**src/rtl/feeding_drive_controller.sv**
```systemverilog
// rtl/feeding_drive_controller.sv - seek/eat/digest drive FSM with shared duration counter
module feeding_drive_controller #(
    parameter int FOOD_BIT      = 0,
    parameter int EAT_BIT       = 0,
    parameter int SEEK_BIT      = 1,
    parameter int CRY_BIT       = 2,
    parameter int CNT_W         = 8,
    parameter int EAT_CYCLES    = 16,
    parameter int DIGEST_CYCLES = 64,
    parameter int SEEK_TIMEOUT  = 200
) (
    input  logic        clk,
    input  logic        rst,
    input  logic        hungry,
    input  logic        starving,
    input  logic [15:0] stimuli,
    output logic [7:0]  action,
    output logic [1:0]  drive_state,
    output logic [7:0]  meals
);

    typedef enum logic [1:0] {
        ST_IDLE   = 2'd0,
        ST_SEEK   = 2'd1,
        ST_EAT    = 2'd2,
        ST_DIGEST = 2'd3
    } state_t;

    localparam logic [CNT_W-1:0] SEEK_TERM   = CNT_W'(SEEK_TIMEOUT);
    localparam logic [CNT_W-1:0] EAT_TERM    = CNT_W'(EAT_CYCLES - 1);
    localparam logic [CNT_W-1:0] DIGEST_TERM = CNT_W'(DIGEST_CYCLES - 1);
    localparam logic [CNT_W-1:0] CNT_ONE     = CNT_W'(1);

    state_t           state_q, state_d;
    logic [CNT_W-1:0] cnt_q, cnt_d;
    logic             cry_q, cry_d;
    logic [7:0]       meals_q, meals_d;
    logic             food;
    logic             stim_unused;

    assign food        = stimuli[FOOD_BIT];
    assign stim_unused = ^stimuli;

    // Cry is only ever computed in the SEEK-hold branch, so every exit from SEEK drops it.
    always_comb begin
        state_d = state_q;
        cnt_d   = cnt_q;
        cry_d   = 1'b0;
        meals_d = meals_q;
        case (state_q)
            ST_IDLE: begin
                cnt_d = '0;
                if (hungry) begin
                    state_d = ST_SEEK;
                end
            end
            ST_SEEK: begin
                if (!hungry) begin
                    state_d = ST_IDLE;
                    cnt_d   = '0;
                end else if (food) begin
                    state_d = ST_EAT;
                    cnt_d   = '0;
                end else begin
                    if (cnt_q != SEEK_TERM) begin
                        cnt_d = cnt_q + CNT_ONE;
                    end
                    cry_d = starving && (cnt_q == SEEK_TERM);
                end
            end
            ST_EAT: begin
                if (!food) begin
                    state_d = hungry ? ST_SEEK : ST_IDLE;
                    cnt_d   = '0;
                end else if (cnt_q == EAT_TERM) begin
                    state_d = ST_DIGEST;
                    cnt_d   = '0;
                    if (meals_q != 8'hFF) begin
                        meals_d = meals_q + 8'd1;
                    end
                end else begin
                    cnt_d = cnt_q + CNT_ONE;
                end
            end
            ST_DIGEST: begin
                if (cnt_q == DIGEST_TERM) begin
                    state_d = ST_IDLE;
                    cnt_d   = '0;
                end else begin
                    cnt_d = cnt_q + CNT_ONE;
                end
            end
            default: begin
                state_d = ST_IDLE;
                cnt_d   = '0;
            end
        endcase
    end

    always_ff @(posedge clk) begin
        if (rst) begin
            state_q <= ST_IDLE;
            cnt_q   <= '0;
            cry_q   <= 1'b0;
            meals_q <= 8'd0;
        end else begin
            state_q <= state_d;
            cnt_q   <= cnt_d;
            cry_q   <= cry_d;
            meals_q <= meals_d;
        end
    end

    always_comb begin
        action           = 8'h00;
        action[SEEK_BIT] = (state_q == ST_SEEK);
        action[EAT_BIT]  = (state_q == ST_EAT);
        action[CRY_BIT]  = cry_q;
    end

    assign drive_state = state_q;
    assign meals       = meals_q;

endmodule

```
**config.mk**
```make
export PLATFORM = sky130hd
export DESIGN_NAME = feeding_drive_controller
export DESIGN_NICKNAME = d
export VERILOG_FILES = /design/src/rtl/feeding_drive_controller.sv
export SDC_FILE = /design/constraint.sdc
export NUM_CORES = 1
export LEC_CHECK = 0
export ABC_AREA = 1
export CAP_MARGIN = 20
export CORE_ASPECT_RATIO = 1.1
export CORE_MARGIN = 3
export CORE_UTILIZATION = 45
export CTS_BUF_LIST = sky130_fd_sc_hd__clkbuf_4
export DETAILED_ROUTE_END_ITERATION = 12
export MAX_ROUTING_LAYER = met4
export PLACE_DENSITY = 0.78
export SYNTH_ARGS = -nofsm -noshare
export SYNTH_HDL_FRONTEND = slang
export SYNTH_SLANG_ARGS = --single-unit
```
**constraint.sdc**
```tcl
create_clock -name clk -period 1.78 [get_ports clk]
set_input_delay 0.178 -clock clk [delete_from_list [all_inputs] [get_ports clk]]
set_output_delay 0.178 -clock clk [all_outputs]
set_load 0.02 [all_outputs]
```
# Word level (Yosys, flattened, before mapping)
# Index checks and enable logic that the tools add are counted.
# totals
register_bits	19
wordCells	41
input_bits	20
# op_classes
n_bitwise	2
n_reduce_logical	5
n_mux	15
eq_ne	13
addsub	2
# op_table
op	count
two-way mux 8 bit	6
one-hot mux 8 bit (4 select lines)	1
adder 8 x 1 -> 8 bit (second input constant)	2
!= test 8 bit (second input constant)	2
two-way mux 2 bit	6
equality test 8 x 4 -> 1 bit (second input constant)	1
equality test 8 x 6 -> 1 bit (second input constant)	1
equality test 8 bit (second input constant)	1
one-hot mux 2 bit (4 select lines)	1
AND reduction 4 bit	2
equality test 2 bit (second input constant)	2
!= test 2 bit (second input constant)	2
!= test 4 x 3 -> 1 bit (second input constant)	1
OR reduction 4 bit	1
!= test 3 x 2 -> 1 bit (second input constant)	1
!= test 3 bit (second input constant)	1
equality test 2 x 1 -> 1 bit (second input constant)	1
logical NOT 2 bit	1
NOT 1 bit	2
logical AND 1 bit	1
two-way mux 1 bit	1

# Longest topological paths before layout
# Gate-level depths: netlist (run 1).
# logic_depth
word_depth	5
mapped_depth	9
mapped_depth_nobuf	9

# Worst setup path before layout (run 1)
# OpenSTA, ideal clock, no wires.
# synth_path
path_kind	register -> register
start	reg meals_q[0], in the netlist meals[0]
end	reg meals_q[6], in the netlist meals[6]
period_less_slack_ns	1.422
arrival_time_ns	1.351
required_ns	1.710
path_buffers	0
path_stages_with_launch	8
path_slack_ns	0.358
path_cell_list	dfxtp_1 -> ha_1 -> inv_1 -> nor2_2 -> nand2_1 -> nand4_2 -> nand2_1 -> a21oi_1
# synth_between
elab_chain_cells	2
# synth_lines
element	line	source
start, declared	37	logic [7:0] meals_q, meals_d;
start signal, assigned	110	meals_q <= meals_d;
branches (longest 2 deep; another with adder 8 x 1 -> 8 bit)	--	
# Several ways; the timed one is not identified.
# A chain may end at the register's enable or synchronous reset.

# Final worst setup path (run 1)
# layout_path
start	reg state_q[0], in the netlist drive_state[0]
end	out action[1]
# layout_between
elab_chain_cells	1
# layout_lines
element	line	source
start, declared	34	state_t state_q, state_d;
start signal, assigned	107	state_q <= state_d;
equality test 2 x 1 -> 1 bit	116	action[SEEK_BIT] = (state_q == ST_SEEK);
end, declared	17	output logic [7:0] action,
# Every way passes these cells.

==> run_results.csv, run 1 <==
group,metric,value,unit
cts,cts.htree.levels,1,
synthesis,ys_warn_count,0,
cts,cts_tree,"done",
setup_path,path_cells,"nand2_1, inv_1, clkdlybuf4s50_1",
place,dp_cells,214,
worst_hold_path,hold_class,"in2reg",
place,portBuffers,17,
route,dr.pass1.iters,4,
synthesis,yosysSeqAreaShare,0.326,
setup_path,rrSetupSlack,0.26,ns
global_route,grt_max_degree,11,
synthesis,syn_inst,169,
route,drt.antenna.violating_nets,0,
setup_path,end_kind,"output pin",
status,outcome,"finished clean",
pwr,leakage,0.000631,uW
setup_path,crit_path_start_kind,"flip-flop",
timing,period_share,0.938,
floorplanning,die_x,54.5,um
timing,finalClockSkew,0.00737,ns
cells_and_area,stdcell_count,218,
cells_and_area,nNetsFinal,212,
synthesis,synth_seq_cells,19,
global_route,antenna_found_initial,0,
floorplanning,die_h,59.4,um
setup_path,criticalPathCategory,"reg2out",
pwr,p_sw,239,uW
setup_path,crit_path_max_incr_delay,0.60,ns
timing,fmax,0.599,GHz
place,globalplace.congestion,0.851,
cells_and_area,final_cell_area,1380,um^2
timing,grt_setup_unrepaired,"no",
pwr,p_int,589,uW
pwr,power,828,uW
timing,whs,0.425,ns
pwr,swShare,0.288,
setup_path,crit_fanout,5,
worst_hold_path,worstHoldPathCells,3,
timing,timing.final.max_slew_violations,0,
timing,setup_tns,0,ns
setup_path,ff2ff_path_depth,8,
floorplanning,dieArea,3240,um^2
pwr,p_seq_frac,0.535,
setup_path,critPathRequiredTime,1.60,ns
global_route,grt_pass1_wl,3990,um
route,drt_iter0_markers,27,
synthesis,synth_area,1170,um^2
global_route,grt_pass1_vias,983,
floorplanning,ios,38,
route,wl,2370,um
global_route,grt_overflow,0,
floorplanning,rows,18,
route,drc,0,
floorplanning,core-area,2360,um^2
route,routed-via-count,1052,
setup_path,crit_family,"buffers and inverters",
timing,finalSetupViolCount,0,
cts,root_buffer,"clkbuf_4",
global_route,grt_usage,0.169,
timing,hold_viol_final,0,
floorplanning,start_util,0.493,
setup_path,cpMaxStageDelayCell,"clkdlybuf4s50_1",
flow_run,cap_violations,0,
pwr,pwr-share-comb,0.176,
cells_and_area,fillers,238,
place,dpl.hpwl,1830,um
cts,path_clk_slew,0.12,ns
cts,holdBufCountCts,0,
cells_and_area,diodes,0,
setup_path,crit_cells,3,
setup_path,endpoint,"action[1]",
route,via_per_inst,4.83,
cells_and_area,area_growth,18.5,%
route,avgRoutedWirePerCell,10.9,um
setup_path,worstReg2RegEnd,"cnt_q[7]",
pwr,clock_power_share,0.289,
setup_path,reg2reg_from,"cnt_q[0]",
synthesis,yosysUniqueCellTypes,25,
cts,cts.sinks,19,
timing,fin_crit,1.67,ns
synthesis,avgSynthCellArea,6.90,um^2
place,placed_area,1350,um^2
cts,clk_latency,0.29,ns
cts,clk_path_buf_depth,2,
cells_and_area,drive_gt1_frac,0.0957,
cts,cts_buffers,3,
setup_path,cp_data_arrival_time,1.49,ns
setup_path,crit_start,"drive_state[0]",
pwr,p_per_area,600,nW/um^2
setup_path,critPathBufInv,2,
pwr,vdd_ir_drop_max,408,uV
flip-flops by register name (all words and copies together) (netlist names):
signal,count
drive_state,2
cry_q,1
meals,8
cnt_q,8
cell usage in the layout (no fill, tap or decap), drive strengths merged:
cell           netlist  final
inv                 22     22
nor2                23     23
o21bai               1      1
dfxtp               19     19
nand3               10     10
nand3b               2      2
o21ai                3      3
ha                   3      3
dlymetal6s2s         0      1
xor2                 6      6
buf                  6      1
clkdlybuf4s50        0     16
nand2               52     52
clkbuf               1      4
nand4                2      2
xnor2                3      3
conb                 1      5
a21oi               15     15
tightest hold or removal path, cell delays in order:
cell             delay, ns
clkdlybuf4s50_1       0.41
nand2_1               0.07
nor2_1                0.04
repair_timing:
action,in CTS,in global routing
setup endpoints to repair,0,2
buffers inserted,0,0
resized for setup,0,2
stage by stage:
| step | utilization | worst slack [ns] |
|---|---|---|
| 2_1_floorplan | - | 0.358 |
| 3_3_place_gp | 0.570 | 0.230 |
| 3_5_place_dp | 0.570 | 0.159 |
| 4_1_cts | 0.583 | 0.0209 |
| 5_1_grt | 0.584 | 0.0339 |
| 6_report | 0.584 | 0.110 |
cell families after synthesis:
logic type                 count (synthesis)  share of synthesized area
and+or+nand+nor                           89                      0.368
buffers and inverters                     29                      0.113
AOI/OAI and AO/OA                         19                     0.0901
DFF                                       19                      0.326
xor gates and xnor gates                   9                     0.0676
adders and majority gates                  3                     0.0322
other                                      1                    0.00322
Yosys cell counts, drive strengths merged:
cell     n  area, um^2
a21oi   15        82.6
buf      6        45.0
clkbuf   1        3.75
conb     1        3.75
dfxtp   19         380
ha       3        37.5
inv     22        82.6
nand2   52         205
nand3   10        75.1
nand3b   2        15.0
nand4    2        18.8
nor2    23         115
o21ai    3        15.0
o21bai   1        7.51
xnor2    3        26.3
xor2     6        52.6
power groups by stage:
stage / registers, uW / logic (uW) / clock network [uW]
3_3_place_gp: 451 / 141 / 0
2_1_floorplan: 459 / 91.5 / 0
5_1_grt: 444 / 159 / 264
3_5_place_dp: 452 / 145 / 0
6_report: 443 / 146 / 239
4_1_cts: 442 / 146 / 244
cell type report:
type                    count  area [um^2]  area share
repair buffers             18          180       0.130
flip-flops and latches     19          382       0.276
clock buffers               4         30.0      0.0217
inverters                  22         82.6      0.0598
well taps                  30         37.5      0.0272
multi-input cells         125          669       0.485
worst min path at each step:
stage	start	end	slack, ns
floorplan	rst	meals[5]	0.24
global placement	meals[1]	meals[1]	0.49
detailed placement	cnt_q[0]	cnt_q[0]	0.51
CTS	starving	cry_q	0.42
global route	starving	cry_q	0.45
finish	starving	cry_q	0.42
routing by layer:
| metal | vias to the layer above | track usage | share of wire |
|---|---|---|---|
| met5 | - | - | 0 |
| met4 | 0 | 0.0605 | 0.0080 |
| met3 | 2 | 0.0252 | 0.035 |
| met2 | 26 | 0.284 | 0.50 |
| met1 | 472 | 0.200 | 0.46 |
| li1 | 552 | - | - |
Power figures use the tool's default switching activity.
==> inputs of run 2 (changes only) <==
--- a/config.mk
+++ b/config.mk
@@ -14,6 +14,7 @@
 export DETAILED_ROUTE_END_ITERATION = 12
 export MAX_ROUTING_LAYER = met4
 export PLACE_DENSITY = 0.78
+export SKIP_LAST_GASP = 1
 export SYNTH_ARGS = -nofsm -noshare
 export SYNTH_HDL_FRONTEND = slang
 export SYNTH_SLANG_ARGS = --single-unit
==> results of run 2 <==
Final layout, timing and power as in run 1 (identical DEF).
==> inputs of run 3 (changes only) <==
--- a/config.mk
+++ b/config.mk
@@ -5,7 +5,7 @@
 export SDC_FILE = /design/constraint.sdc
 export NUM_CORES = 1
 export LEC_CHECK = 0
-export ABC_AREA = 1
+export ABC_AREA = 0
 export CAP_MARGIN = 20
 export CORE_ASPECT_RATIO = 1.1
 export CORE_MARGIN = 3
@@ -13,7 +13,7 @@
 export CTS_BUF_LIST = sky130_fd_sc_hd__clkbuf_4
 export DETAILED_ROUTE_END_ITERATION = 12
 export MAX_ROUTING_LAYER = met4
-export PLACE_DENSITY = 0.78
+export PLACE_DENSITY = 0.8
 export SKIP_LAST_GASP = 1
 export SYNTH_ARGS = -nofsm -noshare
 export SYNTH_HDL_FRONTEND = slang
==> run 3 against run 2 <==
Compared with the run above:
- wire length shrank 1.1%
- first-iteration DRC count shrank 44%
- clock skew shrank 0.0043 ns
- via count shrank 2.6%
- fmax shrank 0.78%
- combinational power shrank 51%
- utilization grew 3.1 points
- synthesized area shrank 6.9%
- global-route usage grew 0.92 points
- sequential share of layout area shrank 0.28 points
- sequential cell count is the same
- critical path type unchanged
- largest power group unchanged
==> run_results.csv, run 3 <==
group,metric,value,unit
global_route,grt_usage,0.178,
floorplanning,core-area,2270,um^2
pwr,p_per_area,527,nW/um^2
cts,cts_buffers,3,
setup_path,end_kind,"output pin",
cts,root_buffer,"clkbuf_4",
worst_hold_path,worstHoldEndpoint,"cry_q",
global_route,grt_max_degree,14,
synthesis,synth-compound-area-share,0.151,
synthesis,yosysTopAreaCellShare,0.350,
synthesis,synth_xor_area_frac,0.0403,
synthesis,synth-simple-area-share,0.325,
synthesis,synthMostInstantiatedCell,"dfxtp_1",
setup_path,reg2reg_from,"cnt_q[0]",
place,placed_area,1340,um^2
synthesis,synth_edf_count,0,
setup_path,cp_data_arrival_time,1.51,ns
route,avgRoutedWirePerCell,12.4,um
route,wl,2350,um
synthesis,synthAdderAreaFrac,0.0346,
cells_and_area,stdcell_count,189,
setup_path,crit_cells,3,
cts,path_clk_slew,0.11,ns
synthesis,avgSynthCellArea,8.62,um^2
synthesis,synth_area,1090,um^2
place,portBuffers,17,
cells_and_area,multi_input_area,627,um^2
timing,setup_tns,0,ns
global_route,grt_pass1_vias,947,
worst_hold_path,hold_class,"in2reg",
worst_hold_path,hp-start,"starving",
setup_path,rrSetupSlack,0.12,ns
pwr,power,738,uW
floorplanning,start_util,0.477,
setup_path,crit_family,"buffers and inverters",
place,dpl.hpwl,1750,um
cells_and_area,fillers,200,
route,drt_iter0_markers,15,
cells_and_area,drive_gt1_frac,0.201,
pwr,leakage,0.000540,uW
synthesis,ys_warn_count,0,
synthesis,syn_inst,126,
cells_and_area,final_cell_mix,"buf_4, dfxtp_1, clkdlybuf4s50_1",
cts,clk_path_buf_depth,2,
synthesis,synth_seq_cells,19,
route,drc,0,
synthesis,synth_area_leaders,"dfxtp_1, a21oi_1, buf_4",
setup_path,crit_path_max_incr_delay,0.59,ns
cts,cts.htree.levels,1,
cts,clk_latency,0.30,ns
setup_path,criticalPathCategory,"reg2out",
synthesis,ys.flop_type,"dfxtp_1",
setup_path,worstReg2RegEnd,"meals[3]",
global_route,grt_overflow,0,
floorplanning,ios,38,
cells_and_area,diodes,0,
global_route,antenna_found_initial,0,
setup_path,ff2ff_path_depth,5,
setup_path,crit_fanout,8,
synthesis,synth_top_cells_by_count,"dfxtp_1, a21oi_1, nor2_1",
route,routed-via-count,1025,
setup_path,path_cells,"buf_4, and2b_1, clkdlybuf4s50_1",
timing,period_share,0.946,
timing,finalSetupViolCount,0,
synthesis,yosysSeqAreaShare,0.350,
setup_path,crit_start,"drive_state[1]",
synthesis,synth.largest_area_cell,"dfxtp_1",
timing,finalClockSkew,0.00304,ns
timing,hold_viol_final,0,
floorplanning,rows,18,
pwr,vdd_ir_drop_max,458,uV
setup_path,cpMaxStageDelayCell,"clkdlybuf4s50_1",
setup_path,critPathBufInv,2,
cells_and_area,final_cell_area,1400,um^2
timing,grt_setup_unrepaired,"no",
synthesis,synth_top_family_by_area,"simple AND/OR/NAND/NOR gates",
timing,timing.final.max_slew_violations,0,
cells_and_area,nNetsFinal,183,
synthesis,yosysUniqueCellTypes,41,
place,dp_cells,181,
route,drt.antenna.violating_nets,0,
cells_and_area,seqCellArea,383,um^2
route,via_per_inst,5.42,
cells_and_area,layout_commonest_cell,"buf_4",
cells_and_area,area_growth,28.9,%
global_route,grt_pass1_wl,4000,um
timing,fin_crit,1.68,ns
synthesis,async_flop_share,0,
setup_path,crit_path_start_kind,"flip-flop",
status,outcome,"finished clean",
route,dr.pass1.iters,4,
synthesis,synth_mux_area_frac,0.00922,
worst_hold_path,worstHoldPathCells,2,
floorplanning,die_h,57.5,um
timing,fmax,0.594,GHz
floorplanning,die_x,52.8,um
cts,cts.sinks,19,
floorplanning,dieArea,3040,um^2
place,globalplace.congestion,0.782,
cts,cts_tree,"done",
flow_run,cap_violations,0,
setup_path,critPathRequiredTime,1.60,ns
## run 3: cell count changes after synthesis, moves of 4 or more
| cell | change |
|---|---|
| inv_1 | -16 |
| o31ai_1 | +4 |
| and4_1 | +4 |
| nand2_1 | -44 |
| nor2_1 | -9 |
| nor3_1 | +4 |
| or4_1 | +4 |
## run 3: worst max path at each step
| stage | endpoint | slack [ns] |
|---|---|---|
| after floorplan | meals[4] | 0.08 |
| after global placement | meals[3] | -0.02 |
| after detailed placement | meals[5] | -0.04 |
| after CTS | meals[3] | 0.06 |
| after global routing | meals[3] | 0.005 |
| final | action[0] | 0.1 |
## run 3: worst reg2reg max path, stage by stage (launching register included)
cell and delay, ns:
dfxtp_2 0.36, ha_1 0.16, and3_2 0.25, nand4_4 0.16, or4_1 0.54, a21oi_1 0.15
## run 3: kinds of logic (layout without fill, tap and decap cells)
group,after synthesis,after routing
AOI/OAI and AO/OA,26,26
DFF,19,19
buffers and inverters,15,44
muxes,1,1
xor gates and xnor gates,5,5
and+or+nand+nor,56,56
adders and majority gates,3,3
other,1,5
## run 3: area by class of cell
class | instances | area share
Multi-Input combinational cell | 96 | 0.448
Sequential cell | 19 | 0.273
Timing Repair Buffer | 35 | 0.217
Tap cell | 30 | 0.0268
Clock buffer | 4 | 0.0214
Inverter | 5 | 0.0134
## run 3: what timing repair did
action	CTS	global route
setup endpoints to repair	1	4
resized for setup	1	2
hold buffers	0	0
setup buffers	0	4
## run 3: power breakdown
part / switching, uW / internal (uW) / total [uW]
Combinational: 39.2 / 32.0 / 71.3
Clock: 133 / 103 / 236
Sequential: 3.63 / 428 / 431
Total: 176 / 562 / 738
## run 3: layer usage
layer | vias up | GRT usage | share of wire
li1 | 513 | - | -
met1 | 486 | 0.198 | 0.43
met2 | 20 | 0.307 | 0.52
met3 | 6 | 0.0313 | 0.030
met4 | 0 | 0.0730 | 0.020
met5 | - | - | 0
## run 3: stage by stage
step | worst slack (ns) | utilization | hold WS [ns]
2_1_floorplan | 0.0804 | - | 0.326
4_1_cts | 0.0621 | 0.601 | 0.423
5_1_grt | 0.00482 | 0.616 | 0.449
6_report | 0.0968 | 0.616 | 0.431
3_3_place_gp | -0.0160 | 0.589 | 0.476
3_5_place_dp | -0.0394 | 0.589 | 0.503
